$ cat src/rtl/alu_sequencer.sv
// alu_sequencer: two-state instruction sequencer wrapped around an external ALU.
//
// Accepts one instruction at a time from a valid/ready handshake. It reads two
// operands from a 4-entry register file and drives them, with the opcode, to
// the external ALU. One cycle later it samples the ALU result, writes it back
// to the destination register and reports completion.
//
// Ports:
//   clk, rst            clock, synchronous active-high reset
//   instr_valid/ready   instruction handshake (ready only while idle)
//   instr_op/rd/rs/rt   opcode, destination and source register indices
//   wr_en/addr/data     direct register load port, usable in any state
//   ALUOp, R2, R3       opcode and operands to the ALU, held while idle
//   R1, c_out, c_out2   ALU result and add/subtract carry-outs
//   res_valid/data/flag one-cycle completion report with result and carry flag
//   err                 pulses with res_valid for an illegal opcode
//   instr_count         count of completed legal instructions (wraps)

module alu_sequencer #(
    parameter int unsigned n = 8
) (
    input  logic         clk,
    input  logic         rst,
    input  logic         instr_valid,
    output logic         instr_ready,
    input  logic [2:0]   instr_op,
    input  logic [1:0]   instr_rd,
    input  logic [1:0]   instr_rs,
    input  logic [1:0]   instr_rt,
    input  logic         wr_en,
    input  logic [1:0]   wr_addr,
    input  logic [n-1:0] wr_data,
    output logic [2:0]   ALUOp,
    output logic [n-1:0] R2,
    output logic [n-1:0] R3,
    input  logic [n-1:0] R1,
    input  logic         c_out,
    input  logic         c_out2,
    output logic         res_valid,
    output logic [n-1:0] res_data,
    output logic         res_flag,
    output logic         err,
    output logic [7:0]   instr_count
);

    localparam logic [2:0] OpAdd = 3'b010;
    localparam logic [2:0] OpSub = 3'b011;
    localparam logic [2:0] OpIll = 3'b111;

    typedef enum logic [0:0] {StIdle, StExec} state_e;

    state_e         state_q, state_d;
    logic [n-1:0]   rf_q [4];
    logic [1:0]     rd_q;
    logic [2:0]     alu_op_q;
    logic [n-1:0]   r2_q, r3_q;
    logic           res_valid_q, res_flag_q, err_q;
    logic [n-1:0]   res_data_q;
    logic [7:0]     count_q;
    logic           accept;
    logic           exec;

    assign accept = instr_valid && (state_q == StIdle);
    assign exec   = (state_q == StExec);

    // Next-state logic
    always_comb begin
        state_d     = state_q;
        instr_ready = 1'b0;
        case (state_q)
            StIdle: begin
                instr_ready = 1'b1;
                if (instr_valid) state_d = StExec;
            end
            StExec:  state_d = StIdle;
            default: state_d = StIdle;
        endcase
    end

    always_ff @(posedge clk) begin
        if (rst) state_q <= StIdle;
        else     state_q <= state_d;
    end

    // Datapath: register file, ALU operand latches and completion report
    always_ff @(posedge clk) begin
        if (rst) begin
            for (int i = 0; i < 4; i++) rf_q[i] <= '0;
            rd_q        <= '0;
            alu_op_q    <= '0;
            r2_q        <= '0;
            r3_q        <= '0;
            res_valid_q <= 1'b0;
            res_data_q  <= '0;
            res_flag_q  <= 1'b0;
            err_q       <= 1'b0;
            count_q     <= '0;
        end else begin
            res_valid_q <= 1'b0;
            err_q       <= 1'b0;

            if (wr_en) rf_q[wr_addr] <= wr_data;

            // Operands use rf_q before this edge's writes take effect.
            if (accept) begin
                alu_op_q <= instr_op;
                r2_q     <= rf_q[instr_rs];
                r3_q     <= rf_q[instr_rt];
                rd_q     <= instr_rd;
            end

            if (exec) begin
                res_valid_q <= 1'b1;
                if (alu_op_q == OpIll) begin
                    err_q      <= 1'b1;
                    res_flag_q <= 1'b0;
                end else begin
                    // Placed after the wr_en write so writeback wins on a collision.
                    rf_q[rd_q] <= R1;
                    res_data_q <= R1;
                    res_flag_q <= (alu_op_q == OpAdd) ? c_out :
                                  (alu_op_q == OpSub) ? c_out2 : 1'b0;
                    count_q    <= count_q + 8'd1;
                end
            end
        end
    end

    assign ALUOp       = alu_op_q;
    assign R2          = r2_q;
    assign R3          = r3_q;
    assign res_valid   = res_valid_q;
    assign res_data    = res_data_q;
    assign res_flag    = res_flag_q;
    assign err         = err_q;
    assign instr_count = count_q;

endmodule

$ cat config.mk
export PLATFORM = sky130hd
export DESIGN_NAME = alu_sequencer
export DESIGN_NICKNAME = d
export VERILOG_FILES = /design/src/rtl/alu_sequencer.sv
export SDC_FILE = /design/constraint.sdc
export NUM_CORES = 1
export LEC_CHECK = 0
export ABC_AREA = 0
export CAP_MARGIN = 0
export CORE_ASPECT_RATIO = 1.1
export CORE_MARGIN = 8
export CORE_UTILIZATION = 50
export DETAILED_ROUTE_END_ITERATION = 8
export PLACE_DENSITY = 0.78
export REMOVE_ABC_BUFFERS = 1
export SYNTH_ARGS = -nofsm -noshare
export SYNTH_HDL_FRONTEND = slang
export SYNTH_SLANG_ARGS = --single-unit
export TNS_END_PERCENT = 5
$ cat constraint.sdc
create_clock -name clk -period 3.73 [get_ports clk]
set_clock_uncertainty 0.15 [all_clocks]
set_input_delay 0.373 -clock clk [delete_from_list [all_inputs] [get_ports clk]]
set_output_delay 0.373 -clock clk [all_outputs]
set_load 0.01 [all_outputs]
==> flow_metrics.tcl <==
set metrics [dict create \
    die_area_sq_mm 0.009651 \
    sequential_cell_fraction_of_total_power_pct 52.0 \
    timing.hold.worst.class "register to register" \
    timing.critical_path.fanout_max 13 \
    finalNonFillerCells 434 \
    yosys.cell_types.count 34 \
    worst_path_largest_cell_delay_ns 0.68 \
    port_buffers 71 \
    drive_gt1_share_pct 11.65 \
    detail_route.first_pass.iterations 4 \
    post_cts_resize_count 0 \
    multiInputGateArea_sq_mm 0.001463 \
    cts_post_setup_buffers_inserted 0 \
    p_per_area_mw_per_mm2 399.9 \
    cap_viol_max_count 0 \
    drt-wirelength-per-cell_um 18.85 \
    seq_area_frac_synth_pct 52.70 \
    detail_route.iter0.violations 74 \
    status "finished clean" \
    cp_cell_sequence "clkdlybuf4s50_1 -> nand2b_2 -> or4_1 -> nand2_1" \
    worst-slew-pin-transition_ns 1.089 \
    r2r_slack_ns 1.23 \
    synth.top_cell.area_share_pct 28.42 \
    grt_pass1_wl_mm 13.10 \
    hold_path.startpoint "res_flag" \
    worst_r2r_endpoint "rf_q[2][0]" \
    grt-ovfl-total 0 \
    drcViolationCount 0 \
    fillers 545 \
    rows 31 \
    grt_pass1_vias 2627 \
    holdWs_ns 0.3220 \
    ir_drop_uv 276.9 \
    timing.hold.worst_endpoint "res_flag" \
    maximum_level_of_the_cts_h_tree 3 \
    die_w_um 94.40 \
    hpwl_mm 6.199 \
    antennaDiodeCount 0 \
    end_kind "register" \
    post_synthesis_cells 281 \
    timing.final.setup_violations 0 \
    die_height_um 102.2 \
    slowest_stage "or4_1" \
    clock_sinks 73 \
    route.detailed.vias_per_inst 5.797 \
    report.final.slew_viol_count 0 \
    number_of_antenna_violations_at_the_first_check_in_global_routing 0 \
    period_needed_ns 2.616 \
    share_of_flip_flops_with_an_asynchronous_set_or_reset_after_synthesis_pct 0 \
    netlist_area_sq_mm 0.003381 \
    final_count_of_hold_timing_violations 0 \
    routed-via-count 2516 \
    path_clk_slew_ns 0.07 \
    count_of_flip_flops_with_a_built_in_enable_after_synthesis 32 \
    synth_most_common_cell "dfxtp_1" \
    prevailing_post_synth_register_cell "dfxtp_1" \
    combinationalPowerShare_pct 12.5 \
    cellInternalPower_mw 1.324 \
    pwr-share-clk_pct 35.5 \
    clk-insertion-delay-late_ns 0.33 \
    timing.critical_path.from_type "input port" \
    dp.cells 418 \
    reg2reg_depth 3 \
    yosys-top-cells-area "edfxtp_1 28%, dfxtp_1 24%, mux4_2 11%" \
    ys_warn_count 0 \
    critical_path_arrival_ns 2.45 \
    clock-root-buffer "clkbuf_8" \
    critical_path.n_buffers_inverters 1 \
    max_freq_ghz 0.3822 \
    synthToLayoutAreaGrowth_pct 28.39 \
    finalNetCount 381 \
    synth_seq_cells 73 \
    cellLeakagePower_nw 1.615 \
    post-synth-top-area-cell "edfxtp_1" \
    grt_start_max_net_pins 24 \
    crit_required_ns 3.57 \
    global_placer_s_final_weighted_congestion 0.8385 \
    sw_frac_of_total_pct 23.75 \
    setup_repair_after_global_routing_missed_its_margin "no" \
    timing.rr.start "ALUOp[2]" \
    setup.worst_path.class "input port to register" \
    cts_hold_buf 0 \
    layout.area.seq_sq_mm 0.001782 \
    avgSynthCellArea_sq_um 12.03 \
    total_power_mw 1.736 \
    hold_path_depth 2 \
    fin_tns_setup_ns 0 \
    pin_count 72 \
    cp_top_family "simple AND/OR/NAND/NOR gates" \
    number_of_buffers_added_by_the_clock_tree_synthesis_step 9 \
    post-route-period-util_pct 70.14 \
    core_area_sq_mm 0.006555 \
    initial_core_util_pct 51.57 \
    final_critical_path_setup_slack_ns 1.114 \
    route.antenna.remaining_nets 0 \
    pre_cts_slack_ns 0.8159 \
    netSwitchingPower_mw 0.4123 \
    synth.top_cells.by_count "41 x dfxtp_1, 32 x a22o_1, 32 x edfxtp_1" \
    tritoncts_clock_tree "built" \
    detail_route.wirelength_mm 8.180 \
    grt.total_usage_pct 17.56 \
    timing.max_slew.rel_slack_pct 27.13 \
    max-clock-path-buffers 2 \
]
[cells by family after synthesis]
family	after synthesis	synth area share [%]
flip-flops	73	52.70
multiplexers	40	17.84
adder cells (fa/ha/maj)	1	0.3700
buffers and inverters	33	4.034
AND/OR/NAND/NOR	70	10.99
AO/OA/AOI/OAI	64	14.06
[stage by stage]
stage / instance area (sq um) / util, %
2_1_floorplan: 3286 / -
3_3_place_gp: 4144 / 63.22
3_5_place_dp: 4144 / 63.22
4_1_cts: 4340 / 66.21
5_1_grt: 4340 / 66.21
6_report: 4340 / 66.21
[worst register-to-register path: stages (launching register included)]
cell and delay (ns):
dfxtp_1 0.34, and3_1 0.40, or4_1 0.82, nand2_1 0.44
[flip-flops by register name, indices dropped and copies added, names as in the netlist]
name / count
R2: 8
instr_count: 8
rf_q: 32
R3: 8
rd_q: 2
exec: 1
res_valid: 1
ALUOp: 3
res_data: 8
res_flag: 1
err: 1
[layer usage]
| metal | wire length (um) | vias up | part of all wire, % | track usage (%) |
|---|---|---|---|---|
| li1 | - | 1211 | - | - |
| met1 | 3335 | 1215 | 41 | 18.94 |
| met2 | 4137 | 78 | 51 | 30.41 |
| met3 | 545 | 12 | 6.7 | 5.070 |
| met4 | 161 | 0 | 2.0 | 9.158 |
| met5 | 0 | - | 0 | 0 |
[power groups by stage]
stage	registers, mW	logic [mW]	clock network [mW]
floorplan	0.923	0.0915	0
global placement	0.918	0.212	0
detailed placement	0.921	0.217	0
CTS	0.903	0.219	0.633
global route	0.908	0.233	0.667
finish	0.902	0.218	0.616
[worst max path at each step]
stage | startpoint | endpoint | slack [ns] | cells past startpoint
global route | rst | rf_q[2][2] | 1.02 | 4
floorplan | ALUOp[2] | rf_q[3][0] | 1.19 | 3
CTS | rst | rf_q[2][4] | 1.17 | 4
global placement | rst | rf_q[2][6] | 0.88 | 4
detailed placement | rst | rf_q[2][6] | 0.82 | 4
finish | rst | rf_q[2][0] | 1.11 | 4
[cell usage in the layout (no fill, tap or decap), types with 4 or more instances in the layout]
cell             count
a22o_1              32
clkbuf_8            10
or4_1                5
mux2i_1             22
nand2_1             21
mux4_2              16
nor2_1              11
nand3_1             13
o21ai_0             10
nor2b_1              5
a21oi_1             15
dfxtp_1             41
o31ai_1              4
buf_4                6
edfxtp_1            32
clkdlybuf4s50_1     71
inv_1               10
[cell type report]
class | count | area share (%)
Clock inverter | 5 | 1.268
Sequential cell | 73 | 41.05
Timing Repair Buffer | 77 | 17.41
Clock buffer | 11 | 3.257
Inverter | 11 | 0.9513
Tap cell | 82 | 2.364
Multi-Input combinational cell | 175 | 33.70
Note: power is estimated with default switching activity, not from simulation.
